## config.mk

```make
export PLATFORM = sky130hd
export DESIGN_NAME = translate_out
export DESIGN_NICKNAME = d
export VERILOG_FILES = /design/src/rtl/translate_out_pkg.sv /design/src/rtl/translate_out.sv
export SDC_FILE = /design/constraint.sdc
export NUM_CORES = 1
export LEC_CHECK = 0
export BUFFER_PORTS_ARGS = -buffer_cell sky130_fd_sc_hd__buf_4
export CORE_MARGIN = 4
export CORE_UTILIZATION = 40
export DETAILED_ROUTE_END_ITERATION = 6
export PLACE_DENSITY = 0.74
export SLEW_MARGIN = 40
export SYNTH_ARGS = -nofsm -noshare
export SYNTH_HDL_FRONTEND = slang
export SYNTH_SLANG_ARGS = --single-unit
```

## constraint.sdc

```tcl
create_clock -name clock -period 3.9 [get_ports clock]
set_input_delay 0.78 -clock clock [delete_from_list [all_inputs] [get_ports clock]]
set_output_delay 0.78 -clock clock [all_outputs]
set_load 0.005 [all_outputs]
```

## src/rtl/translate_out_pkg.sv

```systemverilog
// rtl/translate_out_pkg.sv - screen limits and sprite-word field layout shared by sprite wrappers
//
// Purpose: shared constants for translating sprite-ROM words into VGA pixel writes.
//   SCREEN_W / SCREEN_H : visible area; sized to match the 9-bit / 8-bit sums they are compared to
//   XOFF_* / YOFF_*     : x / y offset fields of the sprite word
//   COL_* / DRAW_BIT    : colour field and draw (non-transparent) flag
package translate_out_pkg;

    localparam int XOFF_W = 6;
    localparam int YOFF_W = 6;

    localparam logic [8:0] SCREEN_W = 9'd160;
    localparam logic [7:0] SCREEN_H = 8'd120;

    localparam int XOFF_MSB = 15;
    localparam int XOFF_LSB = 10;
    localparam int YOFF_MSB = 9;
    localparam int YOFF_LSB = 4;
    localparam int COL_MSB  = 3;
    localparam int COL_LSB  = 1;
    localparam int DRAW_BIT = 0;

endpackage

```

## src/rtl/translate_out.sv

```systemverilog
// rtl/translate_out.sv - sprite word to absolute VGA pixel write, one registered pixel per clock
//
// Purpose: decode offset/colour/draw from a sprite word, add the sprite origin, clip against
//   the visible screen and register the resulting pixel write (latency 1, no backpressure).
// Ports:
//   clock    in   system clock, all state on posedge
//   reset    in   synchronous active-high reset
//   out      in   [15:0] sprite word {xo[5:0], yo[5:0], colour[2:0], draw}
//   x_coord  in   [7:0] sprite origin x
//   y_coord  in   [6:0] sprite origin y
//   x        out  [7:0] absolute pixel x
//   y        out  [6:0] absolute pixel y
//   colour   out  [2:0] pixel colour {R,G,B}
//   writeEn  out  pixel write strobe
module translate_out
    import translate_out_pkg::*;
(
    input  logic        clock,
    input  logic        reset,
    input  logic [15:0] out,
    input  logic [7:0]  x_coord,
    input  logic [6:0]  y_coord,
    output logic [7:0]  x,
    output logic [6:0]  y,
    output logic [2:0]  colour,
    output logic        writeEn
);

    logic [XOFF_W-1:0] xo;
    logic [YOFF_W-1:0] yo;
    logic [2:0]        col;
    logic              draw;

    // One extra bit on each sum so a carry is seen as off-screen rather than wrapping.
    logic [8:0] sx;
    logic [7:0] sy;

    logic [7:0] x_d, x_q;
    logic [6:0] y_d, y_q;
    logic [2:0] colour_d, colour_q;
    logic       we_d, we_q;

    always_comb begin
        xo   = out[XOFF_MSB:XOFF_LSB];
        yo   = out[YOFF_MSB:YOFF_LSB];
        col  = out[COL_MSB:COL_LSB];
        draw = out[DRAW_BIT];

        sx = {1'b0, x_coord} + {3'b000, xo};
        sy = {1'b0, y_coord} + {2'b00, yo};

        x_d      = sx[7:0];
        y_d      = sy[6:0];
        colour_d = col;
        we_d     = draw & (sx < SCREEN_W) & (sy < SCREEN_H);
    end

    always_ff @(posedge clock) begin
        if (reset) begin
            x_q      <= '0;
            y_q      <= '0;
            colour_q <= '0;
            we_q     <= 1'b0;
        end else begin
            x_q      <= x_d;
            y_q      <= y_d;
            colour_q <= colour_d;
            we_q     <= we_d;
        end
    end

    assign x       = x_q;
    assign y       = y_q;
    assign colour  = colour_q;
    assign writeEn = we_q;

endmodule

```

# == After elaboration in Yosys (flattened, before gate mapping) ==
# Index checks and enable logic that the tools add are counted.
# totals
register_bits,19
latch_bits,0
ramBits,0
rom_bits,0
output_inout_bits,19
memories,0
# op_classes
n_addsub,2
mul,0
n_div,0
order_cmp,2
n_eq_ne,0
shift,0
mux,0
bitwise_logic,2
reduce_logical,0
# ops
operator,n
$add 8x6->9,1
$lt 9x8->1 const B,1
$add 7x6->8,1
$lt 8x7->1 const B,1
$and 1x1->1,2

# == Logic depth before layout (Yosys ltp) ==
# Gate-level depths: netlist (run 1).
# logic_depth
word_depth,4
mapped_depth,9
ltp_nobuf,9

# == Worst setup path before layout (run 1) ==
# OpenSTA, ideal clock, no wires.
# synth_path
path_kind,input to register
from,in out[13]
to,reg we_q (netlist: writeEn)
setup_time_ps,86
arrival_time_ps,2269
required_ps,3814
path_slack_ps,1546
path_stages,7
path_cell_list,ha_1 -> a21oi_1 -> o22ai_2 -> or2_2 -> a2111oi_2 -> a211oi_1 -> a211oi_1
# synth_via
elab_chain_len,4
# synth_lines
item,line,text
"start, declared",translate_out.sv:20,"input logic [15:0] out,"
$add 8x6->9,translate_out.sv:49,"sx = {1'b0, x_coord} + {3'b000, xo};"
$lt 9x8->1,translate_out.sv:55,we_d = draw & (sx < SCREEN_W) & (sy < SCREEN_H);
$and 1x1->1 (2 in a row),translate_out.sv:55,
"end signal, assigned",translate_out.sv:68,we_q <= we_d;
"end, declared",translate_out.sv:41,"logic we_d, we_q;"
# Every way passes these cells.
# A chain may end at the register's enable or synchronous reset.

# == Final worst setup path (run 1) ==
# layout_path
from,in out[10]
to,reg we_q (netlist: writeEn)
# Same word-level chain as after synthesis.

==> flow_summary.json, run 1 <==
{
  "yosysTopAreaCell": "dfxtp_1",
  "path_cells": "buf_4 -> ha_1 -> inv_1 -> fa_1 -> nor2b_1 -> o21ai_0 -> nand4b_1 -> a2111oi_2 -> a211oi_1 -> a211oi_1",
  "criticalPathCategory": "in2reg",
  "cts_num_sinks": 19,
  "power_density_nw_per_um2": 302,
  "ir_drop_mv": 0.216,
  "cp_num_buf_inv": 2,
  "antenna_found_initial": 0,
  "floorplan.initialDensity_pct": 43.4,
  "final-max-slew-violation-count": 0,
  "synth_most_common_cell": "dfxtp_1",
  "postCtsResizedCells": 0,
  "finalHoldViolCount": 0,
  "tightest_slew_ns": 0.269,
  "period_needed_ns": 2.34,
  "routed_via_density": 4.98,
  "grt_pass1_wl_microns": 3770,
  "p_total_uw": 470,
  "num_vias": 1036,
  "synth_mux_area_share_pct": 0.899,
  "fill_cells": 241,
  "critical_path.most_common_cell": "a211oi_1",
  "diodes": 0,
  "area_delta_synth_final_pct": 39.4,
  "gp_congestion": 0.758,
  "critPathMaxStageDelay_ns": 0.37,
  "cts_tree": "done",
  "io_pins": 52,
  "period_share_pct": 60.0,
  "cp.arrival_ns": 2.53,
  "grt_overflow": 0,
  "yosys-top-cells-count": "dfxtp_1, nor2_1, ha_1",
  "cp_max_fo": 3,
  "grt_usage_pct": 13.0,
  "yosysWarnings": 0,
  "worst_slack_ns": 1.56,
  "core-area_sq_um": 2570,
  "synth_top_area_share_pct": 34.2,
  "post-place-ws_ns": 1.28,
  "synth-seq-cells": 19,
  "async_flop_share_pct": 0,
  "die_w_microns": 60.8,
  "wl_per_cell_microns": 11.4,
  "min_path_type": "in2reg",
  "critPathSlowestCell": "a2111oi_2",
  "numCtsBuffers": 3,
  "io_buffers": 51,
  "drt-total-wl_microns": 2370,
  "power.leakage_uw": 0.000747,
  "root_buffer": "clkbuf_4",
  "avgSynthCellArea_sq_um": 8.91,
  "clock_path_buffers": 2,
  "first_global_vias": 897,
  "synth_cell_types": 36,
  "synth_top_family_by_area": "simple AND/OR/NAND/NOR gates",
  "dieArea_sq_um": 3690,
  "crit_required_ns": 4.09,
  "drtIter0Drc": 23,
  "die-height_microns": 60.8,
  "outcome": "finished, final reports clean",
  "grt_max_degree": 19,
  "fin_tns_setup_ns": 0,
  "rsz0062_at_grt": "false",
  "dpl.hpwl_microns": 2060,
  "post_cts_buffers": 0,
  "synth_cells": 125,
  "maxCapViolCount": 0,
  "synthSimpleGateAreaFrac_pct": 23.6,
  "cts-hold-fix-buffers": 0,
  "yosys-top-cells-area": "dfxtp_1, ha_1, nor2b_1, nor2_1, fa_1",
  "h-tree-depth": 1,
  "relSlewSlack_pct": 81.9,
  "yosysSeqAreaShare_pct": 34.2,
  "ant_nets": 0,
  "setup_viol": 0,
  "layout-drive-gt1-share_pct": 36.0,
  "remaining_drc_errors": 0,
  "synth_nets": 172,
  "nNetsFinal": 226,
  "synth_area_sq_um": 1110,
  "first_pass_iters": 4,
  "startpoint_type": "input port",
  "std_cell_rows": 18,
  "crit_path_end_kind": "register",
  "synth_xor_area_share_pct": 3.93,
  "ys.flop_type": "dfxtp_1",
  "path_delay_family": "compound AO/OA/AOI/OAI gates",
  "clkTransAtPathRegs_ns": 0.10,
  "fmax_ghz": 0.427,
  "synth_fa_ha_area_share_pct": 17.1,
  "synth_edf_count": 0,
  "synth_compound_area_share_pct": 16.3
}
-- worst paths after layout --
kind | startpoint | endpoint | slack, ns | cells after the start
worst max-delay path | out[10] | writeEn | 1.56 | 10
worst min-delay path | out[1] | colour[0] | 0.72 | 2
-- registers in the layout (all words and copies together) (netlist names) --
name	count
y	7
colour	3
writeEn	1
x	8
-- logic make-up after synthesis --
| logic type | Yosys count |
|---|---|
| AO/OA/AOI/OAI | 25 |
| XOR/XNOR | 5 |
| adder cells (fa/ha/maj) | 14 |
| buffers and inverters | 12 |
| flip-flops | 19 |
| multiplexers | 1 |
| AND/OR/NAND/NOR | 49 |
-- cell usage in the layout, fill, tap and decap left out --
cell       instances
buf_4             51
dfxtp_1           19
nor2_1            13
ha_1              12
inv_1             10
nor2b_1           10
o21ai_0            6
nor3_1             5
nand2_1            5
or2_2              5
a21oi_1            4
o21a_1             3
xor2_1             3
clkbuf_4           3
nor3b_1            2
nand3_1            2
xnor2_1            2
and3_1             2
a211oi_1           2
fa_1               2
o31a_1             1
a21oi_2            1
o211ai_1           1
o21bai_1           1
nand3_2            1
o22ai_2            1
or3_2              1
o211a_1            1
mux2i_1            1
nand2b_1           1
a22oi_1            1
o31ai_1            1
nand4b_1           1
a2111oi_2          1
nor4_1             1
o2111ai_1          1
clkbuf_1           1
-- per-stage QoR --
step                instance area, sq um  instances  hold WS, ns  utilization (%)
floorplan                           1110        125        0.908                -
global placement                    1530        204         1.00             59.5
detailed placement                  1530        204         1.01             59.5
CTS                                 1550        208        0.720             60.5
global route                        1550        208        0.714             60.5
finish                              1550        208        0.717             60.5
-- routing by layer --
metal  global-route usage (%)  share of wire [%]  routed length, microns
met3                     1.28                7.5                     178
met2                     21.1                 49                    1150
met4                     3.72                1.1                      25
met1                     18.2                 43                    1010
met5                        0                  0                       0
-- power by group --
group | switching, uW | internal [uW]
sequential | 4.71 | 213
clock | 52.5 | 39.6
combinational | 70.9 | 88.6
total | 128 | 341
-- final cells by class --
cell class / count / area [sq um] / area share [%]
multi-input combinational: 94 / 688 / 44.3
timing repair buffer: 51 / 383 / 24.7
sequential: 19 / 380 / 24.5
inverter: 10 / 37.5 / 2.42
tap: 30 / 37.5 / 2.42
clock buffer: 4 / 26.3 / 1.69
Note: power is estimated with default switching activity, not from simulation.
==> inputs of run 2 (changes only) <==
ABC_AREA = 1   (was unset)
PLACE_DENSITY = 0.73   (was 0.74)
clock period = 2.5 ns   (was 3.9 ns; I/O delays follow)
==> run 2 against run 1 <==
Compared with the run above: synthesized cell count up 38%; count of clock-buffer cells in the layout stayed put; highest routed layer unchanged; die area rose by 5.9%; total power grew 56%.
==> flow_summary.json, run 2 <==
{
  "outcome": "finished, final reports clean",
  "yosysSeqAreaShare_pct": 32.0,
  "dpl.hpwl_microns": 2060,
  "worst_slack_ns": 0.857,
  "fill_cells": 273,
  "yosysWarnings": 0,
  "drtIter0Drc": 27,
  "root_buffer": "clkbuf_4",
  "num_vias": 1149,
  "startpoint_type": "input port",
  "die_w_microns": 62.5,
  "final_common_cell": "buf_4",
  "synth_top_area_share_pct": 32.0,
  "h-tree-depth": 1,
  "cts_tree": "done",
  "postCtsResizedCells": 0,
  "synth_area_sq_um": 1190,
  "ys.flop_type": "dfxtp_1",
  "yosys-top-cells-count": "nand2_1, inv_1, dfxtp_1",
  "avgSynthCellArea_sq_um": 6.88,
  "largest_reg_flops": 8,
  "io_buffers": 51,
  "synth_fa_ha_area_share_pct": 16.0,
  "relSlewSlack_pct": 86.3,
  "cts_num_sinks": 19,
  "maxCapViolCount": 0,
  "power.leakage_uw": 0.000939,
  "io_pins": 52,
  "synth_xor_area_share_pct": 0,
  "floorplan.initialDensity_pct": 42.4,
  "core-area_sq_um": 2810,
  "nNetsFinal": 275,
  "dieArea_sq_um": 3910,
  "tightest_slew_ns": 0.206,
  "clock_path_buffers": 2,
  "cts-hold-fix-buffers": 0,
  "synth_cells": 173,
  "routed_via_density": 4.45,
  "synth_nets": 220,
  "synth_top_family_by_area": "simple AND/OR/NAND/NOR gates",
  "async_flop_share_pct": 0,
  "setup_viol": 0,
  "ir_drop_mv": 0.156,
  "die-height_microns": 62.5,
  "rsz0062_at_grt": "false",
  "wl_per_cell_microns": 9.25,
  "yosysTopAreaCell": "dfxtp_1",
  "synth_compound_area_share_pct": 7.68,
  "synth_mux_area_share_pct": 0,
  "fin_tns_setup_ns": 0,
  "min_path_type": "in2reg",
  "crit_path_end_kind": "register",
  "std_cell_rows": 19,
  "gp_congestion": 0.861,
  "multi_input_area_sq_um": 674,
  "first_global_vias": 1034,
  "grt_pass1_wl_microns": 4180,
  "ant_nets": 0,
  "area_delta_synth_final_pct": 37.3,
  "cp.arrival_ns": 1.83,
  "power_density_nw_per_um2": 449,
  "drt-total-wl_microns": 2390,
  "synth_edf_count": 0,
  "synth-seq-cells": 19,
  "grt_usage_pct": 12.6,
  "numCtsBuffers": 3,
  "post_cts_buffers": 0,
  "post-place-ws_ns": 0.561,
  "hold_ws_ns": 0.416,
  "synth_cell_types": 20,
  "cp_max_fo": 3,
  "criticalPathCategory": "in2reg",
  "seq_area_sq_um": 380,
  "period_needed_ns": 1.64,
  "layout-drive-gt1-share_pct": 30.0,
  "yosys-top-cells-area": "dfxtp_1, nand2_1, ha_1, inv_1, nor2_1",
  "antenna_found_initial": 0,
  "remaining_drc_errors": 0,
  "period_share_pct": 65.7,
  "fmax_ghz": 0.609,
  "grt_overflow": 0,
  "synth_most_common_cell": "nand2_1",
  "first_pass_iters": 4,
  "utilization_pct": 58.3,
  "crit_required_ns": 2.69,
  "final-max-slew-violation-count": 0,
  "synthSimpleGateAreaFrac_pct": 33.0,
  "clkTransAtPathRegs_ns": 0.10,
  "final_cell_mix": "buf_4, nand2_1, inv_1, dfxtp_1, nor2_1",
  "finalHoldViolCount": 0,
  "grt_max_degree": 16,
  "diodes": 0
}
-- run 2: path summary, 6_finish.rpt --
kind / to / start / depth (start not counted)
max: writeEn / out[4] / 12
min: colour[0] / out[1] / 3
-- run 2: cells by family after synthesis --
logic type      count (synthesis)
simple gates                   87
buf+inv                        36
flops                          19
fa+ha+maj                      14
compound gates                 17
-- run 2: layout make-up --
| class | instances | area share (%) |
|---|---|---|
| multi-input combinational | 118 | 41.3 |
| timing repair buffer | 51 | 23.4 |
| sequential | 19 | 23.3 |
| inverter | 35 | 8.04 |
| tap | 31 | 2.37 |
| clock buffer | 4 | 1.61 |
-- run 2: stage by stage --
stage	total power, uW	cells	area (sq um)
floorplan	490	173	1190
detailed placement	599	254	1610
global route	799	258	1630
global placement	598	254	1610
finish	734	258	1630
CTS	747	258	1630
-- run 2: metal layers --
metal	vias to the layer above	part of all wire [%]	track usage, %
met5	-	0	0
met4	0	0.96	4.96
met3	2	7.8	2.16
met2	38	41	19.4
met1	461	51	17.4
li1	648	-	-
-- run 2: worst max-delay path, stage by stage --
cell and delay, ns:
buf_4 0.08, ha_1 0.18, inv_1 0.06, fa_1 0.40, inv_1 0.09, nand3_1 0.09, nand3b_1 0.11, nand2_2 0.07
nor2_2 0.08, nand3_2 0.08, nand2_2 0.06, nor2_2 0.03
-- run 2: power breakdown --
part | internal [uW] | leakage, uW | switching (uW)
Sequential | 331 | 0.000158 | 6.52
Combinational | 126 | 0.000766 | 126
Clock | 61.9 | 0.0000150 | 82.4
Total | 519 | 0.000939 | 215
==> inputs of run 3 (changes only) <==
clock period = 1.7 ns   (was 2.5 ns; I/O delays follow)
==> run 3 against run 2 <==
Compared with the run above: highest routed layer unchanged; non-clock buffer count is 3 higher; combinational power up 51%; sequential share of layout area down 0.32 points; flip-flop and latch count stayed put; count of clock-buffer cells in the layout unchanged; largest power group unchanged; largest cell class unchanged; global-route usage rose by 0.89 points; critical path depth did not move.
==> flow_summary.json, run 3 (same netlist as run 2, synthesis figures left out) <==
{
  "outcome": "finished, final reports clean",
  "area_delta_synth_final_pct": 39.2,
  "crit_path_end_kind": "register",
  "crit_required_ns": 1.89,
  "finalHoldViolCount": 0,
  "clock_path_buffers": 2,
  "num_vias": 1179,
  "cp_num_buf_inv": 3,
  "crit_start": "out[4]",
  "final-max-slew-violation-count": 0,
  "path_cells": "buf_4 -> ha_1 -> inv_1 -> fa_1 -> inv_1 -> nand3_1 -> nand3b_1 -> nand2_2 -> nor2_2 -> nand3_2 -> nand2_2 -> nor2_2",
  "first_global_vias": 1100,
  "min_path_type": "in2reg",
  "nNetsFinal": 278,
  "first_pass_iters": 4,
  "io_pins": 52,
  "criticalPathCategory": "in2reg",
  "antenna_found_initial": 0,
  "grt_overflow": 0,
  "hold_start": "out[1]",
  "std_cell_rows": 19,
  "post_cts_buffers": 0,
  "maxCapViolCount": 0,
  "postCtsResizedCells": 0,
  "cts_tree": "done",
  "dieArea_sq_um": 3910,
  "holdPathStages": 3,
  "drt-total-wl_microns": 2430,
  "power.leakage_uw": 0.000954,
  "postPlaceCellArea_sq_um": 1630,
  "min_to": "colour[0]",
  "drtIter0Drc": 27,
  "setup_viol": 0,
  "startpoint_type": "input port",
  "grt_usage_pct": 13.5,
  "routed_via_density": 4.52,
  "remaining_drc_errors": 0,
  "rsz0062_at_grt": "false",
  "final_cell_mix": "buf_4, nand2_1, inv_1, dfxtp_1, nor2_1",
  "ir_drop_mv": 0.261,
  "h-tree-depth": 1,
  "critPathSlowestCell": "fa_1",
  "fmax_ghz": 0.688,
  "wl_per_cell_microns": 9.29,
  "p_total_uw": 1090,
  "critPathMaxStageDelay_ns": 0.39,
  "numCtsBuffers": 3,
  "grt_pass1_wl_microns": 4490,
  "io_buffers": 51,
  "hold_ws_ns": 0.252,
  "tightest_slew_ns": 0.240,
  "dr_wl_met2_microns": 993,
  "cp.arrival_ns": 1.65,
  "stdcell_area_sq_um": 1660,
  "root_buffer": "clkbuf_4",
  "clkTransAtPathRegs_ns": 0.10,
  "diodes": 0,
  "cts-hold-fix-buffers": 0,
  "layout-drive-gt1-share_pct": 30.9,
  "path_delay_family": "adder cells",
  "fill_cells": 271,
  "period_needed_ns": 1.45,
  "drt-met1-wl_microns": 1200,
  "cts_num_sinks": 19,
  "die-height_microns": 62.5,
  "gp_congestion": 0.838,
  "dpl.hpwl_microns": 2100,
  "grt_max_degree": 16,
  "floorplan.initialDensity_pct": 42.4,
  "power_density_nw_per_um2": 660,
  "routed-wl-met3_microns": 212,
  "top_layer": "met4",
  "largest_reg_flops": 8,
  "final_common_cell": "buf_4",
  "relSlewSlack_pct": 84.0,
  "utilization_pct": 59.1,
  "ant_nets": 0,
  "fin_tns_setup_ns": 0,
  "period_share_pct": 85.6,
  "die_w_microns": 62.5,
  "cp_max_fo": 3,
  "core-area_sq_um": 2810
}
-- run 3: changes by cell type in the layout (fill, tap and decap cells not counted) --
cell | previous run | this run
buf_4 | 51 | 54
-- run 3: layout make-up --
type / count / area, sq um / area share, %
clock buffers: 4 / 26.3 / 1.59
inverters: 35 / 131 / 7.93
multi-input cells: 118 / 674 / 40.7
flip-flops and latches: 19 / 380 / 23.0
well taps: 31 / 38.8 / 2.34
repair buffers: 54 / 405 / 24.5
-- run 3: stage by stage --
stage,std cells,setup WS (ns)
finish,261,0.246
global route,261,0.126
CTS,261,0.242
detailed placement,257,-0.0656
global placement,257,-0.00440
floorplan,173,0.104
-- run 3: worst max path at each step --
stage,endpoint,slack [ns],cells past startpoint
detailed placement,writeEn,-0.07,12
global placement,writeEn,-0.004,12
floorplan,writeEn,0.10,11
CTS,writeEn,0.24,12
finish,writeEn,0.25,12
global route,writeEn,0.13,12
-- run 3: where the power goes --
group          internal, uW  switching, uW  leakage (uW)  total, uW
logic                   194            189      0.000781        383
clock network          90.9            122     0.0000150        213
registers               487           10.3      0.000158        497
-- run 3: tightest hold or removal path: cells and delay by family --
kind	cells	cell delay (ns)
buffers and inverters	2	0.11
and+or+nand+nor	1	0.06
-- run 3: routing by layer --
metal	vias to the layer above	global-route usage [%]
li1	655	-
met1	478	18.7
met2	44	20.6
met3	2	3.24
met4	0	4.13
met5	-	0
